`src/rtl/fetch_unit_if.sv`:
```
// Fetch-stage bus bundle: instruction-memory request channel, decode handshake,
// redirect input and the handshake counter.
interface fetch_unit_if #(
  parameter int unsigned ADDR_WIDTH  = 16,
  parameter int unsigned INSTR_WIDTH = 19
);
  localparam int unsigned COUNT_WIDTH = 16;

  logic                   imem_req;
  logic [ADDR_WIDTH-1:0]  imem_addr;
  logic                   imem_rvalid;
  logic [INSTR_WIDTH-1:0] imem_rdata;
  logic                   instr_valid;
  logic                   instr_ready;
  logic [INSTR_WIDTH-1:0] instr_out;
  logic [ADDR_WIDTH-1:0]  pc_out;
  logic                   redirect_valid;
  logic [ADDR_WIDTH-1:0]  redirect_target;
  logic [COUNT_WIDTH-1:0] fetch_count;

  // Fetch unit side
  modport master (
    output imem_req, imem_addr, instr_valid, instr_out, pc_out, fetch_count,
    input  imem_rvalid, imem_rdata, instr_ready, redirect_valid, redirect_target
  );

  // Memory / decode / branch-resolution side
  modport slave (
    input  imem_req, imem_addr, instr_valid, instr_out, pc_out, fetch_count,
    output imem_rvalid, imem_rdata, instr_ready, redirect_valid, redirect_target
  );
endinterface

```
`src/rtl/fetch_unit.sv`:
```
// Instruction fetch stage: single-outstanding imem requests, holds the returned
// word with its PC until decode accepts it, and squashes work made stale by a
// branch/jump redirect. All bus outputs are registered.
module fetch_unit #(
  parameter int unsigned ADDR_WIDTH  = 16,
  parameter int unsigned INSTR_WIDTH = 19,
  parameter int unsigned RESET_PC    = 0
) (
  input logic          clk,
  input logic          rst,
  fetch_unit_if.master bus
);
  localparam int unsigned COUNT_WIDTH = 16;
  localparam logic [ADDR_WIDTH-1:0] RESET_ADDR = ADDR_WIDTH'(RESET_PC);

  localparam logic [1:0] ST_IDLE    = 2'd0;
  localparam logic [1:0] ST_REQ     = 2'd1;
  localparam logic [1:0] ST_HOLD    = 2'd2;
  localparam logic [1:0] ST_DISCARD = 2'd3;

  logic [1:0]             state,    state_nxt;
  logic [ADDR_WIDTH-1:0]  pc,       pc_nxt;
  logic                   req_q,    req_nxt;
  logic [ADDR_WIDTH-1:0]  addr_q,   addr_nxt;
  logic                   valid_q,  valid_nxt;
  logic [INSTR_WIDTH-1:0] instr_q,  instr_nxt;
  logic [ADDR_WIDTH-1:0]  pcout_q,  pcout_nxt;
  logic [COUNT_WIDTH-1:0] count_q,  count_nxt;

  // State and registered outputs; reset overrides everything, including an open request
  always_ff @(posedge clk) begin
    if (rst) begin
      state   <= ST_IDLE;
      pc      <= RESET_ADDR;
      req_q   <= 1'b0;
      addr_q  <= RESET_ADDR;
      valid_q <= 1'b0;
      instr_q <= '0;
      pcout_q <= '0;
      count_q <= '0;
    end else begin
      state   <= state_nxt;
      pc      <= pc_nxt;
      req_q   <= req_nxt;
      addr_q  <= addr_nxt;
      valid_q <= valid_nxt;
      instr_q <= instr_nxt;
      pcout_q <= pcout_nxt;
      count_q <= count_nxt;
    end
  end

  // Next-state and next-output logic; redirect outranks every non-reset event
  always_comb begin
    state_nxt = state;
    pc_nxt    = pc;
    req_nxt   = req_q;
    addr_nxt  = addr_q;
    valid_nxt = valid_q;
    instr_nxt = instr_q;
    pcout_nxt = pcout_q;
    count_nxt = count_q;

    case (state)
      ST_IDLE: begin
        state_nxt = ST_REQ;
        req_nxt   = 1'b1;
        if (bus.redirect_valid) begin
          pc_nxt   = bus.redirect_target;
          addr_nxt = bus.redirect_target;
        end else begin
          addr_nxt = pc;
        end
      end

      ST_REQ: begin
        if (bus.redirect_valid) begin
          pc_nxt = bus.redirect_target;
          if (bus.imem_rvalid) begin
            // Returned word is stale: drop it and re-request at the target
            state_nxt = ST_REQ;
            req_nxt   = 1'b1;
            addr_nxt  = bus.redirect_target;
          end else begin
            // Request must stay up on its old address until it completes
            state_nxt = ST_DISCARD;
          end
        end else if (bus.imem_rvalid) begin
          state_nxt = ST_HOLD;
          req_nxt   = 1'b0;
          valid_nxt = 1'b1;
          instr_nxt = bus.imem_rdata;
          pcout_nxt = addr_q;
          pc_nxt    = pc + ADDR_WIDTH'(1);
        end
      end

      ST_HOLD: begin
        if (bus.instr_ready) begin
          count_nxt = count_q + COUNT_WIDTH'(1);
        end
        if (bus.redirect_valid) begin
          pc_nxt    = bus.redirect_target;
          valid_nxt = 1'b0;
          state_nxt = ST_REQ;
          req_nxt   = 1'b1;
          addr_nxt  = bus.redirect_target;
        end else if (bus.instr_ready) begin
          valid_nxt = 1'b0;
          state_nxt = ST_REQ;
          req_nxt   = 1'b1;
          addr_nxt  = pc;
        end
      end

      ST_DISCARD: begin
        if (bus.redirect_valid) begin
          pc_nxt = bus.redirect_target;
        end
        if (bus.imem_rvalid) begin
          state_nxt = ST_REQ;
          req_nxt   = 1'b1;
          addr_nxt  = bus.redirect_valid ? bus.redirect_target : pc;
        end
      end

      default: begin
        state_nxt = ST_IDLE;
        req_nxt   = 1'b0;
        valid_nxt = 1'b0;
      end
    endcase
  end

  assign bus.imem_req    = req_q;
  assign bus.imem_addr   = addr_q;
  assign bus.instr_valid = valid_q;
  assign bus.instr_out   = instr_q;
  assign bus.pc_out      = pcout_q;
  assign bus.fetch_count = count_q;

endmodule

```
`src/flat_wrapper.sv`:
```
// flat-port wrapper written by rule: the top's interface ports become plain ports
module fetch_unit_flat 
#(
  parameter int unsigned ADDR_WIDTH  = 16,
  parameter int unsigned INSTR_WIDTH = 19,
  parameter int unsigned RESET_PC    = 0
)
  (clk, rst, bus_imem_req, bus_imem_addr, bus_instr_valid, bus_instr_out, bus_pc_out, bus_fetch_count, bus_imem_rvalid, bus_imem_rdata, bus_instr_ready, bus_redirect_valid, bus_redirect_target);
  fetch_unit_if #(.ADDR_WIDTH(ADDR_WIDTH), .INSTR_WIDTH(INSTR_WIDTH)) bus_i ();
  input logic clk;
  input logic rst;
  output wire logic [$bits(bus_i.imem_req)-1:0] bus_imem_req;
  output wire logic [$bits(bus_i.imem_addr)-1:0] bus_imem_addr;
  output wire logic [$bits(bus_i.instr_valid)-1:0] bus_instr_valid;
  output wire logic [$bits(bus_i.instr_out)-1:0] bus_instr_out;
  output wire logic [$bits(bus_i.pc_out)-1:0] bus_pc_out;
  output wire logic [$bits(bus_i.fetch_count)-1:0] bus_fetch_count;
  input wire logic [$bits(bus_i.imem_rvalid)-1:0] bus_imem_rvalid;
  input wire logic [$bits(bus_i.imem_rdata)-1:0] bus_imem_rdata;
  input wire logic [$bits(bus_i.instr_ready)-1:0] bus_instr_ready;
  input wire logic [$bits(bus_i.redirect_valid)-1:0] bus_redirect_valid;
  input wire logic [$bits(bus_i.redirect_target)-1:0] bus_redirect_target;
  assign bus_imem_req = bus_i.imem_req;
  assign bus_imem_addr = bus_i.imem_addr;
  assign bus_instr_valid = bus_i.instr_valid;
  assign bus_instr_out = bus_i.instr_out;
  assign bus_pc_out = bus_i.pc_out;
  assign bus_fetch_count = bus_i.fetch_count;
  assign bus_i.imem_rvalid = bus_imem_rvalid;
  assign bus_i.imem_rdata = bus_imem_rdata;
  assign bus_i.instr_ready = bus_instr_ready;
  assign bus_i.redirect_valid = bus_redirect_valid;
  assign bus_i.redirect_target = bus_redirect_target;
  fetch_unit #(.ADDR_WIDTH(ADDR_WIDTH), .INSTR_WIDTH(INSTR_WIDTH), .RESET_PC(RESET_PC)) u_core (.clk(clk), .rst(rst), .bus(bus_i));
endmodule
```
`config.mk`:
```
export PLATFORM = sky130hd
export DESIGN_NAME = fetch_unit_flat
export DESIGN_NICKNAME = d
export VERILOG_FILES = /design/src/rtl/fetch_unit_if.sv /design/src/rtl/fetch_unit.sv /design/src/flat_wrapper.sv
export SDC_FILE = /design/constraint.sdc
export NUM_CORES = 1
export LEC_CHECK = 0
export ABC_AREA = 1
export BUFFER_PORTS_ARGS = -buffer_cell sky130_fd_sc_hd__buf_2
export CORE_UTILIZATION = 40
export DETAILED_ROUTE_END_ITERATION = 16
export GPL_TIMING_DRIVEN = 0
export HOLD_SLACK_MARGIN = 0.08
export SLEW_MARGIN = 30
export SYNTH_ARGS = -nofsm -noshare
export SYNTH_HDL_FRONTEND = slang
export SYNTH_SLANG_ARGS = --single-unit
export TNS_END_PERCENT = 20
```
`constraint.sdc`:
```
create_clock -name clk -period 2.6 [get_ports clk]
set_clock_uncertainty 0.15 [all_clocks]
set_input_delay 0 -clock clk [delete_from_list [all_inputs] [get_ports clk]]
set_output_delay 0 -clock clk [all_outputs]
set_load 0.02 [all_outputs]
```
==> reports/qor.yml, run 1 <==
outcome: "finished clean"
worst_setup_path_start_kind: "register"
antenna_cells_inserted: 0
yosysUniqueCellTypes: 35
worst_slew_margin_rel_pct: 59.9
route.detailed.wl_per_inst_um: 14.1
area_growth_pct: 30.7
postSynthNetCount: 662
count_of_flip_flops_with_a_built_in_enable_after_synthesis: 0
report.final.setup_viol: 0
num-fill-cells: 1018
grt_first_pass_wirelength_um: 21000
synth.yosys.seq_area_share_pct: 41.8
setup_tns_ps: 0
total_leakage_power_uw: 0.00258
final_nets: 819
tritoncts: "yes"
grt_overflow: 0
worstHoldPathType: "in2reg"
fp.dieArea_sq_um: 10800
final_worst_hold_slack_ps: 255
clk_latency_ps: 360
gp_routability_congestion: 0.872
detail_route.iter0.violations: 271
antenna_found_initial: 0
ir_worst_vdd_v: 0.000327
post_drt_via_cell_ratio: 5.11
grt_pass1_vias: 4415
shortest_clock_period_the_worst_path_allows_after_layout_ps: 1800
drt_pre_antenna_iters: 5
power_per_cell_area_nw_per_um2: 546
synthesis.instances: 620
clk_root_buffer_cell: "clkbuf_8"
post-route-period-util_pct: 69.3
core_sq_um: 9950
actual_transition_at_the_worst_max_transition_pin_ps: 602
place.detailed.hpwl_um: 9490
path_class: "reg2reg"
via_count: 4680
floorplan.initialDensity_pct: 41.9
cp.arrival_ps: 1910
std_cell_rows: 36
worst_setup_hold_path_clk_slew_ps: 100
final_hold_vios: 0
route.antenna.remaining_nets: 0
clk_path_buf_depth: 2
tritoncts.num_buffers: 9
post-cts-setup-buffer-count: 0
rsz0062_at_grt: "false"
post_synth.cell_area_avg_sq_um: 6.73
htree_num_levels: 3
numClockSinks: 87
drv.max_cap_violation_count: 0
fp.dieH_um: 104
slew_violations: 0
fmaxAchievable_ghz: 0.555
sort_of_element_at_the_end_of_the_critical_path: "register"
synthesis.yosys.warnings: 0
critPathRequiredTime_ps: 2710
netlist_area_sq_um: 4170
post_route_cells_drive_above_1_share_pct: 19.2
grt_start_max_net_pins: 17
cts.repair.resized: 0
synth_async_reset_ratio_pct: 0
ys_seq_elements: 87
io_pins: 109
io_buffer_count: 107
track_usage_pct: 24.1
routed_wl_um: 12900
critical_path_peak_fanout: 7
post-route-drc-count: 0
postSynth.topFlopCell: "dfxtp_1"
dieWidth_um: 104
[layout make-up]
cell class / count / area, sq um / share of cell area, %
Multi-Input combinational cell: 450 / 2080 / 38.1
Sequential cell: 87 / 1740 / 31.9
Timing Repair Buffer: 146 / 926 / 17.0
Inverter: 53 / 199 / 3.65
Tap cell: 133 / 166 / 3.05
Buffer: 30 / 153 / 2.80
Clock buffer: 10 / 138 / 2.52
Clock inverter: 6 / 51.3 / 0.941
[sequential cells by signal, summed over array words and instances (netlist names)]
name and cells:
u_core.pc 16, u_core.bus.fetch_count 16, u_core.bus.instr_out 19, u_core.state 2, u_core.bus.instr_valid 1, u_core.bus.imem_req 1
u_core.bus.imem_addr 16, u_core.bus.pc_out 16
[cell usage after synthesis, types with 2 or more instances]
cell | count | share of area [%]
dfxtp_1 | 87 | 42
a21oi_1 | 55 | 6.6
o21ai_1 | 6 | 0.72
clkbuf_1 | 13 | 1.2
buf_4 | 3 | 0.54
nand2_1 | 115 | 10
nand2_2 | 2 | 0.30
nor3b_1 | 2 | 0.36
o211ai_1 | 2 | 0.36
nand3_1 | 23 | 2.8
nor3_1 | 9 | 1.1
o21ai_0 | 79 | 9.5
o21bai_1 | 2 | 0.36
nand4_1 | 6 | 0.90
nor2_1 | 123 | 11
inv_2 | 2 | 0.18
buf_6 | 2 | 0.54
nor2_4 | 3 | 0.81
a31oi_1 | 8 | 1.2
buf_2 | 10 | 1.2
inv_1 | 51 | 4.6
ha_1 | 2 | 0.60
o31ai_1 | 3 | 0.54
[timing repair]
action,4_1_cts,5_1_grt
hold buffers,39,0
setup endpoints to repair,0,0
hold endpoints to repair,63,0
[worst paths after layout]
kind / start / to / slack [ps] / cells after the start
worst max register to register: u_core.pc[0] / u_core.pc[10] / 800 / 10
worst min register to register: u_core.bus.pc_out[0] / u_core.bus.pc_out[0] / 350 / 2
worst min-delay path: bus_imem_rdata[11] / u_core.bus.instr_out[11] / 260 / 4
worst max-delay path: u_core.pc[0] / u_core.pc[10] / 800 / 10
[through the flow]
step                worst slack [ps]  power [uW]  instances  utilization (%)  area (sq um)
CTS                              819        3000        915             54.8          5450
floorplan                       1000        1840        620                -          4170
finish                           797        2980        915             54.8          5450
detailed placement               846        2030        860             49.0          4870
global placement                 878        2020        860             49.0          4870
global route                     603        3120        915             54.8          5450
[worst max-delay path, stage by stage, from the launching register on]
cell     delay (ps)
dfxtp_1         450
ha_1            230
nand3_1         160
inv_1           150
nand2_1         100
nor2_1          150
nand2_1          70
nand2_1          60
nand2_1          60
nand2_1          50
a21oi_1          70
[power breakdown]
group	internal, uW	leakage [uW]	switching, uW
Sequential	1420	0.000713	66.9
Clock	385	0.0000870	537
Combinational	210	0.00178	358
Total	2010	0.00258	962
[placed cells by master, fill, tap and decap left out, drive strengths merged, types with 3 or more instances in the layout]
cell type,Yosys,routed
nand3,23,23
a21oi,55,55
buf,16,123
o21ai,85,85
dlygate4sd3,0,39
a31oi,8,8
o31ai,3,3
nor3,10,10
clkbuf,14,24
nor2,128,128
dfxtp,87,87
nand2,117,117
clkinvlp,0,3
inv,53,55
nand4,7,7
[kinds of logic (layout without fill, tap and decap cells)]
family / count (synthesis) / in the layout / share of synthesized area (%)
buf+inv: 83 / 245 / 8.43
xor+xnor: 1 / 1 / 0.210
fa+ha+maj: 2 / 2 / 0.600
mux: 1 / 1 / 0.240
flops: 87 / 87 / 41.8
compound gates: 158 / 158 / 19.8
simple gates: 288 / 288 / 28.9
[layer usage]
| layer | track usage (%) | share of wire, % | vias to the layer above |
|---|---|---|---|
| met3 | 4.95 | 4.6 | 17 |
| met5 | 0 | 0 | - |
| li1 | - | - | 2339 |
| met4 | 8.67 | 2.4 | 0 |
| met2 | 42.2 | 48 | 133 |
| met1 | 29.0 | 45 | 2191 |
Power figures use the tool's default switching activity.
==> inputs of run 2 (changes only) <==
==> constraint.sdc (replaced) <==
create_clock -name clk -period 1.9 [get_ports clk]
set_clock_uncertainty 0.15 [all_clocks]
set_input_delay 0 -clock clk [delete_from_list [all_inputs] [get_ports clk]]
set_output_delay 0 -clock clk [all_outputs]
set_load 0.02 [all_outputs]
==> reports/qor.yml, run 2 (synthesis gave the netlist of run 1 again) <==
critical_path_peak_fanout: 10
track_usage_pct: 24.1
io_pins: 109
fp.dieArea_sq_um: 10800
worst_setup_path_start_kind: "register"
layout.cell_area.non_filler_sq_um: 5460
cp.arrival_ps: 1880
clk_root_buffer_cell: "clkbuf_8"
mostFrequentLayoutCell: "nor2_1"
post_drt_via_cell_ratio: 5.11
global_route.usage.met2_pct: 42.2
tritoncts.num_buffers: 9
grt_first_pass_wirelength_um: 21000
post-cts-setup-buffer-count: 0
global_route.peak_usage_layer: "met2"
fp.dieH_um: 104
final_hold_vios: 0
tritoncts: "yes"
shortest_clock_period_the_worst_path_allows_after_layout_ps: 1770
io_buffer_count: 107
place.detailed.hpwl_um: 9490
worstHoldPathType: "in2reg"
grt_pass1_vias: 4415
worst_slew_margin_rel_pct: 59.9
std_cell_rows: 36
clk_path_buf_depth: 2
worst_setup_hold_path_clk_slew_ps: 100
antenna_cells_inserted: 0
grt_overflow: 0
critPathRequiredTime_ps: 2010
outcome: "finished clean"
antenna_found_initial: 0
post_route_cells_drive_above_1_share_pct: 19.4
core_sq_um: 9950
layout.cells.most_common_list: "nor2_1, buf_2, nand2_1"
power_per_cell_area_nw_per_um2: 746
slew_violations: 0
clk_latency_ps: 360
gp_routability_congestion: 0.872
report.final.setup_viol: 0
drt_pre_antenna_iters: 5
route.detailed.wl_per_inst_um: 14.1
area_growth_pct: 30.8
rsz0062_at_grt: "true"
ir_worst_vdd_v: 0.000446
total_leakage_power_uw: 0.00259
routed_wl_um: 12900
drv.max_cap_violation_count: 0
dieWidth_um: 104
actual_transition_at_the_worst_max_transition_pin_ps: 602
grt_start_max_net_pins: 17
met3_track_utilization_from_global_routing_pct: 4.95
route.antenna.remaining_nets: 0
post-route-period-util_pct: 93.1
via_count: 4677
htree_num_levels: 3
largest_reg_flops: 19
final_nets: 819
num-fill-cells: 1016
sort_of_element_at_the_end_of_the_critical_path: "register"
detail_route.iter0.violations: 272
post-route-drc-count: 0
floorplan.initialDensity_pct: 41.9
use_met1_pct: 29.0
placedInstanceArea_sq_um: 4870
numClockSinks: 87
fmaxAchievable_ghz: 0.565
path_class: "reg2reg"
setup_tns_ps: 0
run 2: cell counts in the layout (fill, tap and decap cells not counted):
No cell type changed its count.
run 2: path summary, 6_finish.rpt:
path,startpoint,end,slack [ps],cells past startpoint
max,u_core.state[1],u_core.pc[1],130,8
min,bus_imem_rdata[11],u_core.bus.instr_out[11],260,4
max reg2reg,u_core.state[1],u_core.pc[1],130,8
min reg2reg,u_core.bus.pc_out[0],u_core.bus.pc_out[0],350,2
run 2: timing repair:
item / 4_1_cts / 5_1_grt
hold buffers: 39 / 0
gates resized for setup: 0 / 3
setup endpoints to repair: 0 / 10
endpoints found under the hold margin: 63 / 0
run 2: cell type report:
| type | instances | area [sq um] | share of cell area [%] |
|---|---|---|---|
| Buffer | 30 | 154 | 2.82 |
| Clock buffer | 10 | 138 | 2.52 |
| Clock inverter | 6 | 51.3 | 0.940 |
| Inverter | 53 | 199 | 3.65 |
| Multi-Input combinational cell | 450 | 2080 | 38.1 |
| Sequential cell | 87 | 1740 | 31.9 |
| Tap cell | 133 | 166 | 3.05 |
| Timing Repair Buffer | 146 | 926 | 17.0 |
run 2: stage by stage:
stage | instances | hold WS, ps | power (uW) | util, % | setup slack, ps
floorplan | 620 | -71.5 | 2510 | - | 303
global placement | 860 | 73.0 | 2770 | 49.0 | 178
detailed placement | 860 | 82.9 | 2780 | 49.0 | 146
CTS | 915 | 229 | 4110 | 54.8 | 119
global route | 915 | 252 | 4270 | 54.8 | -15.9
finish | 915 | 255 | 4070 | 54.8 | 131
run 2: critical path, cell delays in order (launching register included):
cell and delay [ps]:
dfxtp_1 320, inv_1 60, nand2_2 190, nor2_8 60
nand2_1 70, clkbuf_1 480, o21ai_0 200, nand3_1 110
inv_1 40
run 2: power breakdown:
part           switching (uW)  internal (uW)  leakage (uW)
logic                     490            288       0.00179
clock network             733            527     0.0000870
registers                91.6           1940      0.000713
run 2: per-layer routing:
layer,routed length (um),share of wire (%)
met5,0,0
met4,306,2.4
met3,595,4.6
met2,6230,48
met1,5800,45
==> inputs of run 3 (changes only) <==
--- a/config.mk
+++ b/config.mk
@@ -7,10 +7,12 @@
 export LEC_CHECK = 0
 export ABC_AREA = 1
 export BUFFER_PORTS_ARGS = -buffer_cell sky130_fd_sc_hd__buf_2
+export CORE_MARGIN = 2
 export CORE_UTILIZATION = 40
 export DETAILED_ROUTE_END_ITERATION = 16
 export GPL_TIMING_DRIVEN = 0
 export HOLD_SLACK_MARGIN = 0.08
+export REMOVE_ABC_BUFFERS = 1
 export SLEW_MARGIN = 30
 export SYNTH_ARGS = -nofsm -noshare
 export SYNTH_HDL_FRONTEND = slang
==> reports/qor.yml, run 3 (synthesis gave the netlist of run 1 again) <==
worstHoldPathType: "in2reg"
final_worst_hold_slack_ps: 74.4
total_leakage_power_uw: 0.00259
critical_path_peak_fanout: 17
critPathRequiredTime_ps: 2010
setup_tns_ps: 0
antenna_cells_inserted: 0
route.detailed.wl_per_inst_um: 14.2
final_nets: 805
post-route-period-util_pct: 91.7
gp_routability_congestion: 0.834
dieWidth_um: 106
numClockSinks: 87
drt_pre_antenna_iters: 5
grt_start_max_net_pins: 76
report.final.setup_viol: 0
core_sq_um: 10200
num-fill-cells: 1022
worst_setup_path_start_kind: "register"
path_class: "reg2reg"
grt_pass1_vias: 4304
layout.cells.most_common_list: "nor2_1, nand2_1, buf_2"
area_growth_pct: 32.9
finalWorstSetupSlack_ps: 157
tritoncts: "yes"
post_route_cells_drive_above_1_share_pct: 20.6
place.detailed.hpwl_um: 7490
mostFrequentLayoutCell: "nor2_1"
detail_route.iter0.violations: 273
via_count: 4573
worst_slew_margin_rel_pct: 55.5
routed_wl_um: 12800
outcome: "finished clean"
post_drt_via_cell_ratio: 5.06
worst_setup_hold_path_clk_slew_ps: 100
power_per_cell_area_nw_per_um2: 789
place_worst_setup_slack_ps: -876
cp.arrival_ps: 1860
largest_reg_flops: 19
clk_path_buf_depth: 2
drv.max_cap_violation_count: 0
rsz0062_at_grt: "false"
actual_transition_at_the_worst_max_transition_pin_ps: 668
fp.dieH_um: 106
worstHoldStart: "rst"
final_hold_vios: 0
fin_util_pct: 54.2
slew_violations: 0
floorplan.initialDensity_pct: 40.8
std_cell_rows: 37
grt_first_pass_wirelength_um: 20200
clk_latency_ps: 360
io_pins: 109
io_buffer_count: 108
crit_start: "u_core.state[1]"
fp.dieArea_sq_um: 11300
grt_overflow: 0
htree_num_levels: 3
shortest_clock_period_the_worst_path_allows_after_layout_ps: 1740
seqCellArea_sq_um: 1740
layout.cell_area.non_filler_sq_um: 5540
regToRegStartpoint: "u_core.state[1]"
post-route-drc-count: 0
sort_of_element_at_the_end_of_the_critical_path: "register"
antenna_found_initial: 0
multi_input_comb_area_sq_um: 2130
ir_worst_vdd_v: 0.000374
fmaxAchievable_ghz: 0.574
track_usage_pct: 22.4
placedInstanceArea_sq_um: 4740
tritoncts.num_buffers: 9
route.antenna.remaining_nets: 0
clk_root_buffer_cell: "clkbuf_8"
run 3: final cells by class:
type,instances,area share (%)
clock inverters,7,2.08
flip-flops and latches,87,31.5
inverters,53,3.81
multi-input cells,453,38.5
clock buffers,9,2.23
well taps,136,3.07
repair buffers,158,18.7
repair inverters,1,0.135
run 3: worst paths after layout:
kind,endpoint,slack (ps),cells after the start
worst max-delay path,u_core.pc[1],160,9
worst min register to register,u_core.bus.instr_valid,340,2
worst min-delay path,u_core.state[0],70,4
worst max register to register,u_core.pc[1],160,9
run 3: worst max-delay path, cell delays in order (launching register included):
cell        delay [ps]
dfxtp_1            320
inv_2              110
nand2_8            140
nor2_8             180
nand2_2            210
clkinvlp_4         170
buf_4              170
nand2_1             60
nand3_1             70
inv_1               40
run 3: repair_timing:
item	in CTS	in global routing
endpoints found under the setup margin	70	58
hold buffers	38	0
setup buffers	7	5
pin swaps	2	4
gates cloned	3	1
endpoints found under the hold margin	65	0
resized for setup	8	6
run 3: layer usage:
metal | up-vias | global-route usage, % | wire length, um
met1 | 2105 | 26.9 | 5550
li1 | 2321 | - | -
met3 | 18 | 3.49 | 590
met5 | - | 0 | 0
met2 | 129 | 40.0 | 6470
met4 | 0 | 8.83 | 235
run 3: stage by stage:
stage	power (uW)	cells
CTS	4370	898
finish	4380	904
global placement	2710	834
global route	4570	904
detailed placement	2730	834
floorplan	2470	590
run 3: power by group:
group	internal [uW]	switching [uW]	total [uW]
sequential	1940	91.6	2030
combinational	302	496	797
clock	775	771	1550
